File: config.mk
export PLATFORM = sky130hd
export DESIGN_NAME = dmem_arbiter
export DESIGN_NICKNAME = d
export VERILOG_FILES = /design/src/rtl/dmem_arbiter.sv
export SDC_FILE = /design/constraint.sdc
export NUM_CORES = 1
export LEC_CHECK = 0
export CORE_ASPECT_RATIO = 1.2
export CORE_MARGIN = 4
export CORE_UTILIZATION = 32
export DETAILED_ROUTE_END_ITERATION = 6
export PLACE_DENSITY = 0.87
export SYNTH_ARGS = -nofsm -noshare
export SYNTH_HDL_FRONTEND = slang
export SYNTH_SLANG_ARGS = --single-unit
File: constraint.sdc
create_clock -name clk -period 2.9 [get_ports clk]
set_input_delay 0.58 -clock clk [delete_from_list [all_inputs] [get_ports clk]]
set_output_delay 0.58 -clock clk [all_outputs]
set_load 0.03 [all_outputs]
File: src/rtl/dmem_arbiter.sv
// Shares the single-port DataMemo between the MEM stage (default owner) and an
// external loader/debug port. Define DMEM_ARB_STARVE_EN to bound ext starvation.
module dmem_arbiter #(
  parameter int ADDR_W     = 6,
  parameter int DATA_W     = 32,
  parameter int STARVE_MAX = 4
) (
  input  logic              clk,
  input  logic              reset,
  input  logic              cpu_rd,
  input  logic              cpu_wr,
  input  logic [ADDR_W-1:0] cpu_addr,
  input  logic [DATA_W-1:0] cpu_wdata,
  output logic [DATA_W-1:0] cpu_rdata,
  output logic              cpu_stall,
  input  logic              ext_req,
  input  logic              ext_we,
  input  logic [ADDR_W-1:0] ext_addr,
  input  logic [DATA_W-1:0] ext_wdata,
  output logic              ext_ack,
  output logic [DATA_W-1:0] ext_rdata,
  output logic              mem_rd,
  output logic              mem_wr,
  output logic [ADDR_W-1:0] mem_addr,
  output logic [DATA_W-1:0] mem_wdata,
  input  logic [DATA_W-1:0] mem_rdata,
  output logic [1:0]        dbg_state
);

  typedef enum logic [1:0] {
    S_CPU      = 2'd0,
    S_EXT_ACC  = 2'd1,
    S_EXT_DONE = 2'd2
  } state_t;

  if (STARVE_MAX < 1) begin : g_bad_starve_max
    $error("dmem_arbiter: STARVE_MAX must be at least 1");
  end

  state_t state;
  logic   cpu_req;
  logic   ext_sel;
  logic   grant;
  logic   starve_hit;

  assign cpu_req   = cpu_rd | cpu_wr;
  assign ext_sel   = (state == S_EXT_ACC);
  assign grant     = (state == S_CPU) & ext_req & (~cpu_req | starve_hit);
  assign dbg_state = state;

`ifdef DMEM_ARB_STARVE_EN
  localparam int CNT_W = $clog2(STARVE_MAX + 1);

  logic [CNT_W-1:0] starve_cnt;

  // Counts CPU-state cycles in which a pending ext request lost to the CPU.
  always_ff @(posedge clk or negedge reset) begin
    if (!reset) begin
      starve_cnt <= '0;
    end else if (!ext_req || grant) begin
      starve_cnt <= '0;
    end else if ((state == S_CPU) && cpu_req && !starve_hit) begin
      starve_cnt <= starve_cnt + 1'b1;
    end
  end

  assign starve_hit = (starve_cnt == CNT_W'(STARVE_MAX));
`else
  assign starve_hit = 1'b0;
`endif

  // Ext handshake: ext_req is held with stable ext_we/addr/wdata until ext_ack,
  // a one-cycle registered pulse in EXT_DONE; ext_req is ignored during EXT_DONE.
  always_ff @(posedge clk or negedge reset) begin
    if (!reset) begin
      state     <= S_CPU;
      ext_ack   <= 1'b0;
      ext_rdata <= '0;
    end else begin
      ext_ack <= 1'b0;
      case (state)
        S_CPU: begin
          if (grant) state <= S_EXT_ACC;
        end
        S_EXT_ACC: begin
          state   <= S_EXT_DONE;
          ext_ack <= 1'b1;
          if (!ext_we) ext_rdata <= mem_rdata;
        end
        S_EXT_DONE: begin
          state <= S_CPU;
        end
        default: begin
          state <= S_CPU;
        end
      endcase
    end
  end

  // Reset gating makes an aborted ext write drop immediately, not at the next edge.
  always_comb begin
    mem_addr  = ext_sel ? ext_addr  : cpu_addr;
    mem_wdata = ext_sel ? ext_wdata : cpu_wdata;
    mem_wr    = reset & (ext_sel ? ext_we  : cpu_wr);
    mem_rd    = reset & (ext_sel ? ~ext_we : (cpu_rd & ~cpu_wr));
    cpu_stall = reset & ext_sel & cpu_req;
    cpu_rdata = ext_sel ? '0 : mem_rdata;
  end

endmodule

==> results.md <==
* Setup Fix Bufs, Post-CTS at 0
* Tmin final at approximately 2.7 ns
* Drt initial violations at between 40 and 50
* CP max FO at 42
* Seq/Total Area, Yosys at approximately 40%
* Die height at around 99 um
* Die W at ~84 um
* Final setup TNS at 0 ns
* Syn_area_per_cell at roughly 9 um^2
* P&R area growth vs syn at 106%
* Final instance area at around 4500 um^2
* Gate Count Post-Synth at between 200 and 250
* Commonest non-fill, non-tap cell in the layout: clkdlybuf4s50_1
* Clock slew at reported path FFs at 0.07 ns
* CP Class: reg -> out
* Comb pwr share at 55.4%
* CTS Buffer Depth at 2
* Worst setup path end: cpu_stall
* PostCTS Resize Cnt at 0
* Worst reg-to-reg setup slack at ~1.2 ns
* Part of the power in registers at between 30% and 40%
* Vias per cell at ~4.5
* Placed cell areas at about 4400 um^2
* N_diodes at 0
* Yosys warnings at 0
* Initial antenna violation count at 1
* Fmax at roughly 370 MHz
* Share of cells above drive strength 1 at roughly 11%
* Die area at slightly above 8000 um^2
* Remaining DRCs at 0
* Gr usage total at 20.1%
* Pre-CTS setup slack at about 0.22 ns
* Final HPWL DP at ~7 mm
* Slew Viols, Final at 0
* GPL Wtd Cong at 0.880
* Max_slew headroom at 61.9%
* DRT Pass-1 Iters at 4
* Root Driver: clkbuf_8
* Post-synth cell types at 20
* Hold buffer count at CTS at 0
* Max capacitance violation total at 0
* Worst-margin pin slew at 0.571 ns
* Clock Sinks at 35
* Total wire length at 8.54 mm
* CP Launch Point: dbg_state[1]$_DFFE_PN0P_
* Clock share of power at 14.5%
* Reg-to-Reg End: ext_rdata[9]$_DFFE_PN0P_
* Cell Rows at 32
* First-pass GRT wire length at 13.4 mm
* Synthesized area at 2200 um^2
* Maximum VDD drop at 0.348 mV
* Largest net degree at the start of global routing at 43
* Sw Share at 37.9%
* Crit path DAT at 2.12 ns
* Status: completed
* DR WL/cell at approximately 16 um
* Net Switching at ~850 uW
* Max Clock Skew at between 0.005 and 0.006 ns
* Congestion Overflow GR at 0
* P_leak at about 0.002 uW
* Pint at around 1400 uW
* Pwr/cell area at 499 nW/um^2
* CP Launch Type: flip-flop
* Num ports at roughly 220
* Final period util at between 90% and 100%
* Port buffer count at 221
* Most frequent cells in the layout: clkdlybuf4s50_1, nand2_1, dfrtp_1
* Final net count at 572
* CTS tree: done
* Worst Path Required at about 2.3 ns
* Final setup margin at around 0.2 ns
* Final hold violations at 0
* Via count at around 2400
* Syn nets at 354
* Worst R2R Start: dbg_state[1]$_DFFE_PN0P_
* Worst skew pair latency at between 0.2 and 0.3 ns
* Synthesis-stage register bit count at 35
* Vias in the first global route at around 2600
* Starting density of the core at about a third
* Reg2Reg Depth at 4
* Setup violations, final at 0
* RSZ-0062 raised after global routing: no
* Core Region at roughly 6600 um^2
* CTS H-Tree Depth at 2
* CTS Buf Count at 5
* CP endpoint kind: output pin
* Hold/Removal Path Class: in -> async
* Final ANT Viol Nets at 0
==> power by group through the flow <==
stage | clock (uW) | combinational, uW | sequential (uW)
final | 327 | 1250 | 679
after global routing | 358 | 1310 | 694
after CTS | 342 | 1260 | 680
after detailed placement | 0 | 1260 | 684
after global placement | 0 | 1240 | 678
after floorplan | 0 | 408 | 917
==> per-layer routing <==
metal  part of all wire (%)  track usage [%]
met1                     36             21.5
met2                     52             36.9
met3                     10             8.86
met4                   0.86             3.71
met5                   0.14                0
==> through the flow <==
step           std cells  utilization [%]  hold slack [ns]  total power, uW
4_1_cts              542             68.7           0.0740             2280
2_1_floorplan        240                -            0.284             1320
5_1_grt              542             68.7           0.0755             2360
6_report             542             68.7           0.0860             2250
3_3_place_gp         536             67.6            0.377             1920
3_5_place_dp         536             67.6            0.380             1940
==> cell usage after synthesis (all sizes together) <==
master  count  area [um^2]
and3        1         6.26
nand2b      1         13.8
o21a        1         7.51
buf        12          116
dfrtp      35          876
nand2     116          435
mux2       32          469
or2         1         6.26
nor4b       1         8.76
inv         2         10.0
a21boi      1         7.51
nor2        1         20.0
clkbuf      3         11.3
and2       32          200
nor3b       1         7.51
==> state kept, by name, indices dropped and copies added, names as in the netlist <==
| name | flops |
|---|---|
| ext_rdata | 32 |
| dbg_state | 2 |
| ext_ack | 1 |
==> cell families (layout without fill, tap and decap cells) <==
kind of cell | after synthesis | in the layout | share of synthesized area [%]
flops | 35 | 35 | 39.9
compound gates | 2 | 2 | 0.684
buf+inv | 17 | 234 | 6.27
mux | 32 | 32 | 21.4
simple gates | 154 | 154 | 31.8
==> layout make-up <==
class                   count  area, um^2
repair buffers            226        2260
fillers                   513        2050
multi-input cells         188        1180
flip-flops and latches     35         876
well taps                  85         106
clock buffers               5        68.8
inverters                   2        10.0
clock inverters             1        7.51
==> worst max-delay path, stage by stage (launching register included) <==
cell and delay [ns]:
dfrtp_1 0.42, nand2b_4 0.21, inv_4 0.32, and3_1 0.22, clkdlybuf4s50_1 0.66
==> worst min path at each step <==
| stage | from | end |
|---|---|---|
| 6_report | reset | dbg_state[0]$_DFFE_PN0P_ |
| 2_1_floorplan | reset | dbg_state[0]$_DFFE_PN0P_ |
| 3_5_place_dp | reset | dbg_state[0]$_DFFE_PN0P_ |
| 5_1_grt | reset | dbg_state[0]$_DFFE_PN0P_ |
| 4_1_cts | reset | dbg_state[0]$_DFFE_PN0P_ |
| 3_3_place_gp | reset | dbg_state[0]$_DFFE_PN0P_ |
(Power assumes the default switching activity.)
